## config.mk

```make
export PLATFORM = sky130hd
export DESIGN_NAME = keypad_hex_scanner_flat
export DESIGN_NICKNAME = d
export VERILOG_FILES = /design/src/rtl/keypad_hex_scanner_pkg.sv /design/src/rtl/keypad_hex_scanner_if.sv /design/src/rtl/keypad_hex_scanner_key_sync.sv /design/src/rtl/keypad_hex_scanner.sv /design/src/flat_wrapper.sv
export SDC_FILE = /design/constraint.sdc
export NUM_CORES = 1
export LEC_CHECK = 0
export ABC_AREA = 1
export CAP_MARGIN = 25
export CORE_MARGIN = 4
export CORE_UTILIZATION = 55
export CTS_BUF_LIST = sky130_fd_sc_hd__clkbuf_2
export DETAILED_ROUTE_END_ITERATION = 6
export PLACE_DENSITY = 0.77
export SLEW_MARGIN = 30
export SYNTH_ARGS = -nofsm -noshare
export SYNTH_HDL_FRONTEND = slang
export SYNTH_SLANG_ARGS = --single-unit
```

## constraint.sdc

```tcl
create_clock -name CP -period 2.7 [get_ports CP]
set_clock_uncertainty 0.05 [all_clocks]
set_input_delay 0.27 -clock CP [delete_from_list [all_inputs] [get_ports CP]]
set_output_delay 0.27 -clock CP [all_outputs]
set_load 0.01 [all_outputs]
```

## src/rtl/keypad_hex_scanner_pkg.sv

```systemverilog
// keypad_pkg: shared types and helpers for the 4x4 hex keypad scanner.
//   state_t   - scanner FSM states
//   KEY_CLEAR - hex code of the '#' key
//   map()     - (row, col) -> hex code of the pressed key
//   low_row() - index of the lowest active-low row in a row sample
package keypad_pkg;

  typedef enum logic [1:0] {
    SCAN     = 2'd0,
    DEBOUNCE = 2'd1,
    PRESSED  = 2'd2,
    RELEASE  = 2'd3
  } state_t;

  localparam logic [3:0] KEY_CLEAR = 4'hF;

  // Keypad legend, rows top to bottom, columns left to right:
  //   1 2 3 A / 4 5 6 B / 7 8 9 C / * 0 # D   with * = E, # = F
  function automatic logic [3:0] map(input logic [1:0] row, input logic [1:0] col);
    logic [3:0] code;
    case ({row, col})
      4'b00_00: code = 4'h1;
      4'b00_01: code = 4'h2;
      4'b00_10: code = 4'h3;
      4'b00_11: code = 4'hA;
      4'b01_00: code = 4'h4;
      4'b01_01: code = 4'h5;
      4'b01_10: code = 4'h6;
      4'b01_11: code = 4'hB;
      4'b10_00: code = 4'h7;
      4'b10_01: code = 4'h8;
      4'b10_10: code = 4'h9;
      4'b10_11: code = 4'hC;
      4'b11_00: code = 4'hE;
      4'b11_01: code = 4'h0;
      4'b11_10: code = 4'hF;
      default:  code = 4'hD;
    endcase
    return code;
  endfunction

  // Rows are active low; the lowest-numbered low row wins.
  function automatic logic [1:0] low_row(input logic [3:0] rows);
    logic [1:0] idx;
    if (!rows[0])      idx = 2'd0;
    else if (!rows[1]) idx = 2'd1;
    else if (!rows[2]) idx = 2'd2;
    else               idx = 2'd3;
    return idx;
  endfunction

endpackage

```

## src/rtl/keypad_hex_scanner_if.sv

```systemverilog
// keypad_hex_scanner_if: keypad pins plus decoded-key outputs.
//   KEY_ROW   - rows from the keypad, active low
//   KEY_COL   - column strobes, active low
//   key_valid - one-cycle pulse per accepted key
//   key_code  - hex code of the last accepted key
//   key_held  - accepted key still down
//   num       - 16-bit entry register, newest digit in [3:0]
// master: the scanner; slave: keypad model / consumer side.
interface keypad_hex_scanner_if;
  logic [3:0]  KEY_ROW;
  logic [3:0]  KEY_COL;
  logic        key_valid;
  logic [3:0]  key_code;
  logic        key_held;
  logic [15:0] num;

  modport master (
    input  KEY_ROW,
    output KEY_COL, key_valid, key_code, key_held, num
  );

  modport slave (
    output KEY_ROW,
    input  KEY_COL, key_valid, key_code, key_held, num
  );
endinterface

```

## src/rtl/keypad_hex_scanner_key_sync.sv

```systemverilog
// key_sync: 2-FF synchronizer for the four asynchronous keypad rows.
//   CP  - clock
//   RST - synchronous active-high reset (outputs idle high = no key)
//   d   - raw KEY_ROW
//   q   - synchronized rows
module key_sync (
  input  logic       CP,
  input  logic       RST,
  input  logic [3:0] d,
  output logic [3:0] q
);

  for (genvar gi = 0; gi < 4; gi++) begin : g_bit
    logic meta_reg;
    logic sync_reg;

    always_ff @(posedge CP) begin
      if (RST) begin
        meta_reg <= 1'b1;
        sync_reg <= 1'b1;
      end else begin
        meta_reg <= d[gi];
        sync_reg <= meta_reg;
      end
    end

    assign q[gi] = sync_reg;
  end

endmodule

```

## src/rtl/keypad_hex_scanner.sv

```systemverilog
// keypad_hex_scanner: scans a 4x4 hex keypad, debounces presses and
// releases, decodes each accepted key and shifts it into a 16-bit entry
// register.
//   CP   - clock
//   RST  - synchronous active-high reset
//   kp   - keypad_hex_scanner_if.master (rows in; strobes, key outputs out)
// Parameters: SCAN_DIV (cycles per column, >= 4), DEBOUNCE_CNT (stable
// cycles to accept a press or release, >= 2).
// Build option: KEYPAD_CLEAR_KEY_EN - when defined, an accepted '#' (F)
// key clears num instead of shifting into it.
module keypad_hex_scanner
  import keypad_pkg::*;
#(
  parameter int SCAN_DIV     = 1000,
  parameter int DEBOUNCE_CNT = 20000
) (
  input  logic                  CP,
  input  logic                  RST,
  keypad_hex_scanner_if.master  kp
);

  localparam int DIV_W = $clog2(SCAN_DIV);
  localparam int DEB_W = $clog2(DEBOUNCE_CNT);
  localparam logic [DIV_W-1:0] DIV_LAST = DIV_W'(SCAN_DIV - 1);
  localparam logic [DEB_W-1:0] DEB_LAST = DEB_W'(DEBOUNCE_CNT - 1);

  logic [3:0] rs;

  key_sync u_sync (
    .CP  (CP),
    .RST (RST),
    .d   (kp.KEY_ROW),
    .q   (rs)
  );

  state_t           state_reg,     state_next;
  logic [1:0]       col_idx_reg,   col_idx_next;
  logic [1:0]       row_idx_reg,   row_idx_next;
  logic [3:0]       pat_reg,       pat_next;
  logic [DIV_W-1:0] div_cnt_reg,   div_cnt_next;
  logic [DEB_W-1:0] deb_cnt_reg,   deb_cnt_next;
  logic             key_valid_reg, key_valid_next;
  logic [3:0]       key_code_reg,  key_code_next;
  logic [15:0]      num_reg,       num_next;
  logic [3:0]       code_new;

  assign code_new = map(row_idx_reg, col_idx_reg);

  // State register
  always_ff @(posedge CP) begin
    if (RST) begin
      state_reg     <= SCAN;
      col_idx_reg   <= 2'd0;
      row_idx_reg   <= 2'd0;
      pat_reg       <= 4'hF;
      div_cnt_reg   <= '0;
      deb_cnt_reg   <= '0;
      key_valid_reg <= 1'b0;
      key_code_reg  <= 4'h0;
      num_reg       <= 16'h0000;
    end else begin
      state_reg     <= state_next;
      col_idx_reg   <= col_idx_next;
      row_idx_reg   <= row_idx_next;
      pat_reg       <= pat_next;
      div_cnt_reg   <= div_cnt_next;
      deb_cnt_reg   <= deb_cnt_next;
      key_valid_reg <= key_valid_next;
      key_code_reg  <= key_code_next;
      num_reg       <= num_next;
    end
  end

  // Next-state logic. Counters stop at their terminal value because every
  // terminal value causes a state change or an explicit clear.
  always_comb begin
    state_next     = state_reg;
    col_idx_next   = col_idx_reg;
    row_idx_next   = row_idx_reg;
    pat_next       = pat_reg;
    div_cnt_next   = div_cnt_reg;
    deb_cnt_next   = deb_cnt_reg;
    key_valid_next = 1'b0;
    key_code_next  = key_code_reg;
    num_next       = num_reg;

    case (state_reg)
      SCAN: begin
        if (div_cnt_reg == DIV_LAST) begin
          div_cnt_next = '0;
          // Sample only on the last dwell cycle so the synchronizer has
          // settled on this column's rows.
          if (rs != 4'hF) begin
            state_next   = DEBOUNCE;
            pat_next     = rs;
            row_idx_next = low_row(rs);
            deb_cnt_next = '0;
          end else begin
            col_idx_next = col_idx_reg + 2'd1;
          end
        end else begin
          div_cnt_next = div_cnt_reg + 1'b1;
        end
      end

      DEBOUNCE: begin
        if (rs != pat_reg) begin
          // Bounce: give up on this key and resume with the next column.
          state_next   = SCAN;
          col_idx_next = col_idx_reg + 2'd1;
          div_cnt_next = '0;
          deb_cnt_next = '0;
        end else if (deb_cnt_reg == DEB_LAST) begin
          state_next     = PRESSED;
          deb_cnt_next   = '0;
          key_valid_next = 1'b1;
          key_code_next  = code_new;
`ifdef KEYPAD_CLEAR_KEY_EN
          if (code_new == KEY_CLEAR) num_next = 16'h0000;
          else                       num_next = {num_reg[11:0], code_new};
`else
          num_next = {num_reg[11:0], code_new};
`endif
        end else begin
          deb_cnt_next = deb_cnt_reg + 1'b1;
        end
      end

      PRESSED: begin
        // Column stays frozen, so other columns' keys are invisible here.
        if (rs == 4'hF) begin
          state_next   = RELEASE;
          deb_cnt_next = '0;
        end
      end

      RELEASE: begin
        if (rs != 4'hF) begin
          state_next   = PRESSED;
          deb_cnt_next = '0;
        end else if (deb_cnt_reg == DEB_LAST) begin
          state_next   = SCAN;
          col_idx_next = 2'd0;
          div_cnt_next = '0;
          deb_cnt_next = '0;
        end else begin
          deb_cnt_next = deb_cnt_reg + 1'b1;
        end
      end

      default: state_next = SCAN;
    endcase
  end

  // Outputs
  always_comb begin
    kp.KEY_COL   = ~(4'b0001 << col_idx_reg);
    kp.key_held  = (state_reg == PRESSED) || (state_reg == RELEASE);
    kp.key_valid = key_valid_reg;
    kp.key_code  = key_code_reg;
    kp.num       = num_reg;
  end

endmodule

```

## src/flat_wrapper.sv

```systemverilog
// flat-port wrapper written by rule: the top's interface ports become plain ports
module keypad_hex_scanner_flat import keypad_pkg::*;
#(
  parameter int SCAN_DIV     = 1000,
  parameter int DEBOUNCE_CNT = 20000
)
  (CP, RST, kp_KEY_ROW, kp_KEY_COL, kp_key_valid, kp_key_code, kp_key_held, kp_num);
  keypad_hex_scanner_if kp_i ();
  input  logic CP;
  input  logic RST;
  input wire logic [$bits(kp_i.KEY_ROW)-1:0] kp_KEY_ROW;
  output wire logic [$bits(kp_i.KEY_COL)-1:0] kp_KEY_COL;
  output wire logic [$bits(kp_i.key_valid)-1:0] kp_key_valid;
  output wire logic [$bits(kp_i.key_code)-1:0] kp_key_code;
  output wire logic [$bits(kp_i.key_held)-1:0] kp_key_held;
  output wire logic [$bits(kp_i.num)-1:0] kp_num;
  assign kp_i.KEY_ROW = kp_KEY_ROW;
  assign kp_KEY_COL = kp_i.KEY_COL;
  assign kp_key_valid = kp_i.key_valid;
  assign kp_key_code = kp_i.key_code;
  assign kp_key_held = kp_i.key_held;
  assign kp_num = kp_i.num;
  keypad_hex_scanner #(.SCAN_DIV(SCAN_DIV), .DEBOUNCE_CNT(DEBOUNCE_CNT)) u_core (.CP(CP), .RST(RST), .kp(kp_i));
endmodule
```

# Word level (Yosys, flattened, before mapping)
# Memory sizes are Yosys's and may differ from the RTL's.
# Index checks and enable logic that the tools add are counted.
# totals
ff_bits	64
rom_bits	64
input_bits	6
elab_cells	81
n_memories	1
# memory_table
memory	depth	width	rd	rd_clocked_by_memory_dff	write_ports	line_no	rtl
(no name shown)	16	4	1	0	0	keypad_hex_scanner_pkg.sv:21	case ({row, col})
# op_classes
addsub	3
eq_ne	17
n_shift	1
n_mux	29
n_bitwise	3
n_reduce_logical	10
# ops
cell	n
two-way mux 15 bit	6
case mux 15 bit (4 select lines)	1
two-way mux 10 bit	4
case mux 10 bit (3 select lines)	1
two-way mux 2 bit	13
adder 15 x 1 -> 15 bit (second input constant)	1
equality test 15 bit (second input constant)	1
adder 10 x 1 -> 10 bit (second input constant)	1
equality test 10 bit (second input constant)	1
!= test 2 x 1 -> 1 bit (second input constant)	5
AND reduction 3 bit	3
case mux 2 bit (4 select lines)	1
!= test 3 x 1 -> 1 bit (second input constant)	2
case mux 2 bit (3 select lines)	1
AND reduction 6 bit	1
AND reduction 5 bit	1
equality test 2 bit (second input constant)	2
equality test 4 bit (second input constant)	1
!= test 2 bit (second input constant)	2
!= test 4 bit	1
!= test 4 bit (second input constant)	1
NOT 4 bit	1
AND reduction 4 bit	1
<< shifter 1 x 2 -> 4 bit (first input constant)	1
other kinds (8)	10

# Logic depth before layout (Yosys ltp)
# Gate-level depths: netlist of run 1.
# depth
ltp_word	4
mapped_depth	13
mapped_depth_nobuf	12

# Cells and area by module
# A second synthesis of run 1 with hierarchy kept.
# unflattened
hier_cells	491
hier_area_um2	3249.4
# by_module_without_submodules
module	instances	cells_each	area_each_um2
keypad_hex_scanner	1	462	2995.4
key_sync	1	29	254.0

# Worst setup path before layout of run 1
# OpenSTA, ideal clock, no wires.
# synth_path
path_kind	reg-to-reg
startpoint	register u_core.div_cnt_reg[0]
endpoint	register u_core.deb_cnt_reg[5]
setup_ns	0.114
arrival_ns	1.521
slack_ns	1.015
path_stages_with_launch	11
n_path_buf	1
synth_period_minus_slack_ns	1.685
cell_sequence	dfxtp_1 ha_1 nand2_1 nor2_1 nand3_2 nand2_1 nand2_4 buf_6 nor2_2 xor2_1 nor2_1
# synth_between
elab_chain_cells	3
# synth_lines
element	line_no	rtl
start: declaration	keypad_hex_scanner.sv:40	logic [DIV_W-1:0] div_cnt_reg, div_cnt_next;
start signal: assignment	keypad_hex_scanner.sv:66	div_cnt_reg <= div_cnt_next;
equality test 10 bit	keypad_hex_scanner.sv:89	if (div_cnt_reg == DIV_LAST) begin
!= test 2 x 1 -> 1 bit (no source line)	n/a	
AND reduction 3 bit (no source line)	n/a	
end signal: assignment	keypad_hex_scanner.sv:67	deb_cnt_reg <= deb_cnt_next;
end: declaration	keypad_hex_scanner.sv:41	logic [DEB_W-1:0] deb_cnt_reg, deb_cnt_next;
# Every way passes these cells.
# A chain may end at the register's enable or synchronous reset.

# Worst setup path after layout of run 1
# layout_path
startpoint	register u_core.col_idx_reg[0]
endpoint	output kp_KEY_COL[0]
# layout_between
elab_chain_cells	2
# layout_lines
element	line_no	rtl
start: declaration	keypad_hex_scanner.sv:37	logic [1:0] col_idx_reg, col_idx_next;
start signal: assignment	keypad_hex_scanner.sv:63	col_idx_reg <= col_idx_next;
<< shifter 1 x 2 -> 4 bit	keypad_hex_scanner.sv:157	kp.KEY_COL = ~(4'b0001 << col_idx_reg);
NOT 4 bit	keypad_hex_scanner.sv:157	
end: declaration	flat_wrapper.sv:12	output wire logic [$bits(kp_i.KEY_COL)-1:0] kp_KEY_COL;
# Every way passes these cells.

==> results of run 1 <==
how the worst max path moves through the flow:
stage                     depth (start not counted)               endpoint  slack (ns)
after floorplan                                  10  u_core.deb_cnt_reg[5]        1.02
after global placement                           12  u_core.deb_cnt_reg[8]        0.82
after detailed placement                         12  u_core.deb_cnt_reg[8]        0.74
after CTS                                         4          kp_KEY_COL[0]        0.38
after global routing                              4          kp_KEY_COL[0]        0.28
final                                             4          kp_KEY_COL[0]        0.41
final cells by class:
class / instances / area, sq um
clock buffer: 9 / 45.0
clock inverter: 7 / 76.3
fill: 535 / 1940
inverter: 63 / 239
multi-input combinational: 335 / 1680
sequential: 60 / 1200
tap: 72 / 90.1
timing repair buffer: 34 / 333
Yosys cell counts (all sizes together):
| cell | n | area share |
|---|---|---|
| a211oi | 1 | 0.0023 |
| a21oi | 19 | 0.032 |
| buf | 11 | 0.027 |
| clkbuf | 6 | 0.0070 |
| dfxtp | 60 | 0.37 |
| ha | 8 | 0.031 |
| inv | 63 | 0.074 |
| nand2 | 122 | 0.15 |
| nand3 | 26 | 0.050 |
| nand4 | 9 | 0.017 |
| nor2 | 94 | 0.12 |
| nor3 | 1 | 0.0050 |
| o211ai | 7 | 0.016 |
| o21ai | 25 | 0.040 |
| o21bai | 4 | 0.010 |
| or2 | 8 | 0.015 |
| xnor2 | 3 | 0.0081 |
| xor2 | 8 | 0.022 |
metal layers:
| layer | vias to the layer above | global-route usage | share of wire |
|---|---|---|---|
| li1 | 1528 | - | - |
| met1 | 1292 | 0.249 | 0.48 |
| met2 | 52 | 0.327 | 0.46 |
| met3 | 11 | 0.0608 | 0.042 |
| met4 | 0 | 0.0835 | 0.016 |
| met5 | - | 0 | 0 |
per-stage QoR:
stage / area [sq um] / setup slack (ns) / std cells / hold WS, ns
after global routing: 3670 / 0.284 / 580 / 0.194
after detailed placement: 3540 / 0.736 / 564 / 0.353
after CTS: 3670 / 0.380 / 580 / 0.224
after global placement: 3540 / 0.816 / 564 / 0.341
final: 3670 / 0.411 / 580 / 0.263
after floorplan: 3230 / 1.02 / 475 / 0.324
critical path, delay by kind of cell, from the launching register on:
| kind | cells | cell delay (ns) |
|---|---|---|
| buf+inv | 3 | 0.73 |
| flops | 1 | 0.48 |
| fa+ha+maj | 1 | 0.26 |
where the power goes:
| group | switching [uW] | leakage (uW) | internal (uW) | total, uW |
|---|---|---|---|---|
| sequential | 6.61 | 0.000486 | 896 | 903 |
| combinational | 39.4 | 0.00119 | 26.5 | 66.0 |
| clock | 366 | 0.0000685 | 218 | 584 |
logic make-up (layout without fill, tap and decap cells):
family / count (synthesis) / in the layout / share of synthesized area
DFF: 60 / 60 / 0.372
buffers and inverters: 80 / 113 / 0.108
xor gates and xnor gates: 11 / 11 / 0.0298
AOI/OAI and AO/OA: 56 / 56 / 0.101
adders and majority gates: 8 / 8 / 0.0310
and+or+nand+nor: 260 / 260 / 0.359
==> results.sh, run 1 <==
export IMPL_cts_sinks=60
export IMPL_grt_max_degree=23
export IMPL_synthCells=475
export IMPL_dieArea_sq_um=7170
export IMPL_netlist_area_sq_um=3230
export IMPL_grt_pass1_wl_um=11900
export IMPL_cts_htree_levels=3
export IMPL_fp_dieH_um=84.7
export IMPL_ir_drop_mv=0.480
export IMPL_path_clk_slew_ns=0.18
export IMPL_clockRootBuffer="clkbuf_2"
export IMPL_clock_fmax_ghz=0.437
export IMPL_relSlewSlack=0.660
export IMPL_yosysSeqAreaShare=0.372
export IMPL_final_min_clock_period_ns=2.29
export IMPL_hold_viol_final=0
export IMPL_endpoint_kind="primary output"
export IMPL_path_class="reg2out"
export IMPL_vias=2883
export IMPL_placementRows=27
export IMPL_critPathRequiredTime_ns=2.38
export IMPL_holdCritStartpoint="kp_KEY_ROW[3]"
export IMPL_nets=517
export IMPL_cts_tree="built"
export IMPL_viasPerCell=4.97
export IMPL_gp_congestion=0.946
export IMPL_finalCoreUtilization=0.654
export IMPL_crit_top_cell="inv_1"
export IMPL_drive_above_1_share=0.104
export IMPL_die_width_um=84.7
export IMPL_dr_first_iter_drc_count=169
export IMPL_final_common_cell="nand2_1"
export IMPL_wl_um=6700
export IMPL_synth_nets=489
export IMPL_first_pass_iters=4
export IMPL_layout_common_cells="117 x nand2_1, 87 x nor2_1, 60 x dfxtp_1"
export IMPL_slowest_stage="clkdlybuf4s50_1"
export IMPL_yosys_register_bits=60
export IMPL_hold_buffers=0
export IMPL_grt_pass1_vias=2817
export IMPL_cp_cell_sequence="inv_1 > ha_1 > inv_1 > clkdlybuf4s50_1"
export IMPL_p_leak_uw=0.00175
export IMPL_portBuffers=31
export IMPL_synth_distinct_cells=34
export IMPL_num_antenna_cells=0
export IMPL_status="finished clean"
export IMPL_power_uw=1550
export IMPL_largest_register_ffs=16
export IMPL_cp_max_fo=6
export IMPL_grt_total_usage=0.202
export IMPL_core_sq_um=5610
export IMPL_r2r_cells=12
export IMPL_tightestPinTransition_ns=0.509
export IMPL_max_stage_delay_ns=0.52
export IMPL_antenna_found_initial=0
export IMPL_crit_start="u_core.col_idx_reg[0]"
export IMPL_whs_path_depth=2
export IMPL_setup_violations_final=0
export IMPL_reg2reg_slack_ns=0.71
export IMPL_critPathArrivalTime_ns=1.97
export IMPL_cap_viol_max_count=0
export IMPL_antenna_left=0
export IMPL_dp_hpwl_um=4850
export IMPL_cts_max_path_buffers=2
export IMPL_wl_per_cell_um=11.6
export IMPL_grt_setup_unrepaired="false"
export IMPL_synthToLayoutAreaGrowth_pct=13.4
export IMPL_cts_resized=0
export IMPL_r2r_start="u_core.div_cnt_reg[0]"
export IMPL_min_path_type="in2reg"
export IMPL_finalMaxSlewViolations=0
export IMPL_initial_utilization=0.576
export IMPL_worst_skew_pair_late_latency_ns=0.50
export IMPL_timing_rr_end="u_core.deb_cnt_reg[8]"
export IMPL_overflow=0
export IMPL_syn_avg_cell_area_sq_um=6.80
export IMPL_startpoint_type="register"
export IMPL_ys_warn_count=0
export IMPL_drc=0
export IMPL_power_density_nw_per_um2=423
export IMPL_postCtsSetupBuffers=0
export IMPL_setup_tns_ns=0
export IMPL_min_period_over_period=0.848
export IMPL_worstHoldEndpoint="u_core.u_sync.g_bit[3].meta_reg"
export IMPL_pin_count=32
export IMPL_cts_buffers=9
Power figures use the tool's default switching activity.
==> run 2: changes to the inputs <==
==> constraint.sdc (replaced) <==
create_clock -name CP -period 2.3 [get_ports CP]
set_clock_uncertainty 0.05 [all_clocks]
set_input_delay 0.23 -clock CP [delete_from_list [all_inputs] [get_ports CP]]
set_output_delay 0.23 -clock CP [all_outputs]
set_load 0.01 [all_outputs]
==> run 2 against run 1 <==
  * Critical path type unchanged
  * Largest cell class unchanged
  * Critical endpoint is now kp_KEY_COL[1]
  * First-iteration DRC count is 22% higher
  * Highest routed layer unchanged
  * Cell area about the same
  * Power rose by 15%
  * Routed wire length is 2.2% higher
  * Critical path depth did not move
  * Flip-flop and latch count did not move
  * Global-route usage increased by 0.23 points
  * Sequential share of layout area hardly changed
  * Clock power increased by 9.6%
==> results.sh, run 2 (same netlist as run 1, synthesis figures left out) <==
export IMPL_power_switching_uw=440
export IMPL_dr_first_iter_drc_count=206
export IMPL_grt_max_degree=32
export IMPL_power_share_sequential=0.595
export IMPL_worst_skew_pair_late_latency_ns=0.49
export IMPL_fin_ws_ns=0.183
export IMPL_place_ws_ns=0.213
export IMPL_path_class="reg2out"
export IMPL_min_path_type="in2reg"
export IMPL_vias=2930
export IMPL_wl_per_cell_um=11.8
export IMPL_clkPwrFrac=0.360
export IMPL_place_area_sq_um=3560
export IMPL_cap_viol_max_count=0
export IMPL_grt_total_usage=0.204
export IMPL_dieArea_sq_um=7170
export IMPL_reg2reg_slack_ns=0.28
export IMPL_clockRootBuffer="clkbuf_2"
export IMPL_stdcell_area_sq_um=3670
export IMPL_p_sw_frac=0.248
export IMPL_pin_count=32
export IMPL_overflow=0
export IMPL_critPathRequiredTime_ns=2.02
export IMPL_whs_path_depth=2
export IMPL_cp_cell_sequence="inv_1 > ha_1 > inv_1 > clkdlybuf4s50_1"
export IMPL_cts_max_path_buffers=2
export IMPL_grt_pass1_vias=2787
export IMPL_cts_buffers=9
export IMPL_holdCritStartpoint="kp_KEY_ROW[1]"
export IMPL_nets=519
export IMPL_drc=0
export IMPL_largest_register_ffs=16
export IMPL_holdWs_ns=0.242
export IMPL_min_period_over_period=0.920
export IMPL_num_antenna_cells=0
export IMPL_finalMaxSlewViolations=0
export IMPL_final_min_clock_period_ns=2.12
export IMPL_r2r_start="u_core.state_reg[0]"
export IMPL_cp_max_fo=5
export IMPL_status="finished clean"
export IMPL_placementRows=27
export IMPL_critPathArrivalTime_ns=1.84
export IMPL_final_common_cell="nand2_1"
export IMPL_antenna_left=0
export IMPL_gp_congestion=0.946
export IMPL_max_stage_delay_ns=0.54
export IMPL_slowest_stage="clkdlybuf4s50_1"
export IMPL_grt_setup_unrepaired="false"
export IMPL_grt_pass1_wl_um=12100
export IMPL_ir_drop_mv=0.295
export IMPL_wl_um=6840
export IMPL_path_clk_slew_ns=0.17
export IMPL_p_leak_uw=0.00176
export IMPL_cts_tree="built"
export IMPL_crit_top_cell="inv_1"
export IMPL_setup_tns_ns=0
export IMPL_r2r_cells=7
export IMPL_worstHoldEndpoint="u_core.u_sync.g_bit[1].meta_reg"
export IMPL_timing_rr_end="u_core.kp.num[2]"
export IMPL_synthToLayoutAreaGrowth_pct=13.5
export IMPL_combinationalPowerShare=0.045
export IMPL_layout_common_cells="117 x nand2_1, 87 x nor2_1, 59 x inv_1, 59 x dfxtp_1, 31 x clkdlybuf4s50_1"
export IMPL_antenna_found_initial=0
export IMPL_fp_dieH_um=84.7
export IMPL_tightestPinTransition_ns=0.419
export IMPL_first_pass_iters=4
export IMPL_cts_htree_levels=3
export IMPL_startpoint_type="register"
export IMPL_viasPerCell=5.03
export IMPL_initial_utilization=0.576
export IMPL_die_width_um=84.7
export IMPL_endpoint_kind="primary output"
export IMPL_portBuffers=31
export IMPL_setup_violations_final=0
export IMPL_power_density_nw_per_um2=485
export IMPL_relSlewSlack=0.720
export IMPL_core_sq_um=5610
export IMPL_cts_sinks=60
export IMPL_hold_viol_final=0
export IMPL_drive_above_1_share=0.110
export IMPL_power_internal_uw=1340
export IMPL_clock_fmax_ghz=0.472
export IMPL_dp_hpwl_um=5020
export IMPL_finalCoreUtilization=0.654
export IMPL_postCtsSetupBuffers=0
## run 2: cell count changes in the layout (fill, tap and decap cells not counted), sizes merged
cell	before	now
buf	3	5
clkinvlp	2	1
clkbuf	9	11
inv	64	63
## run 2: cell type report
class | instances | area, sq um
fill | 541 | 1940
multi-input combinational | 335 | 1680
sequential | 60 | 1200
timing repair buffer | 36 | 348
inverter | 63 | 239
tap | 72 | 90.1
clock buffer | 11 | 55.1
clock inverter | 5 | 52.6
## run 2: power groups by stage
stage / Combinational (uW) / Sequential, uW / Clock [uW]
6_report: 79.2 / 1060 / 640
5_1_grt: 89.1 / 1060 / 702
4_1_cts: 79.7 / 1060 / 658
3_5_place_dp: 79.5 / 1080 / 0
3_3_place_gp: 78.4 / 1080 / 0
2_1_floorplan: 56.1 / 1080 / 0
## run 2: per-stage QoR
step / cells / power, uW
2_1_floorplan: 475 / 1140
3_3_place_gp: 566 / 1160
3_5_place_dp: 566 / 1160
4_1_cts: 582 / 1800
5_1_grt: 582 / 1850
6_report: 582 / 1780
## run 2: layer usage
| metal | GRT usage | routed length (um) | vias up |
|---|---|---|---|
| met4 | 0.0906 | 150 | 0 |
| met2 | 0.333 | 3090 | 60 |
| li1 | - | - | 1532 |
| met1 | 0.253 | 3300 | 1322 |
| met3 | 0.0530 | 298 | 16 |
| met5 | 0 | 0 | - |
## run 2: repair_timing
| action | CTS | global route |
|---|---|---|
| resized for setup | 0 | 1 |
| endpoints found under the setup margin | 0 | 1 |
| hold buffers | 0 | 0 |
## run 2: how the worst max path moves through the flow
stage	startpoint	endpoint	slack, ns	cells after the start
2_1_floorplan	u_core.div_cnt_reg[0]	u_core.deb_cnt_reg[5]	0.62	10
3_3_place_gp	u_core.state_reg[0]	u_core.kp.num[2]	0.26	7
3_5_place_dp	u_core.state_reg[0]	u_core.kp.num[2]	0.21	7
4_1_cts	u_core.col_idx_reg[0]	kp_KEY_COL[0]	0.04	4
5_1_grt	u_core.state_reg[0]	u_core.kp.num[6]	0.04	7
6_report	u_core.col_idx_reg[1]	kp_KEY_COL[1]	0.18	4
## run 2: critical path, delay by kind of cell, from the launching register on
| kind | cells | cell delay [ns] |
|---|---|---|
| adder cells (fa/ha/maj) | 1 | 0.19 |
| flip-flops | 1 | 0.44 |
| buffers and inverters | 3 | 0.73 |
==> run 3: changes to the inputs <==
--- a/config.mk
+++ b/config.mk
@@ -10,7 +10,9 @@
 export CORE_MARGIN = 4
 export CORE_UTILIZATION = 55
 export CTS_BUF_LIST = sky130_fd_sc_hd__clkbuf_2
+export CTS_CLUSTER_DIAMETER = 40
 export DETAILED_ROUTE_END_ITERATION = 6
+export HOLD_SLACK_MARGIN = 0.08
 export PLACE_DENSITY = 0.77
 export SLEW_MARGIN = 30
 export SYNTH_ARGS = -nofsm -noshare
==> results of run 3 <==
Final layout, timing and power as in run 2 (identical DEF).
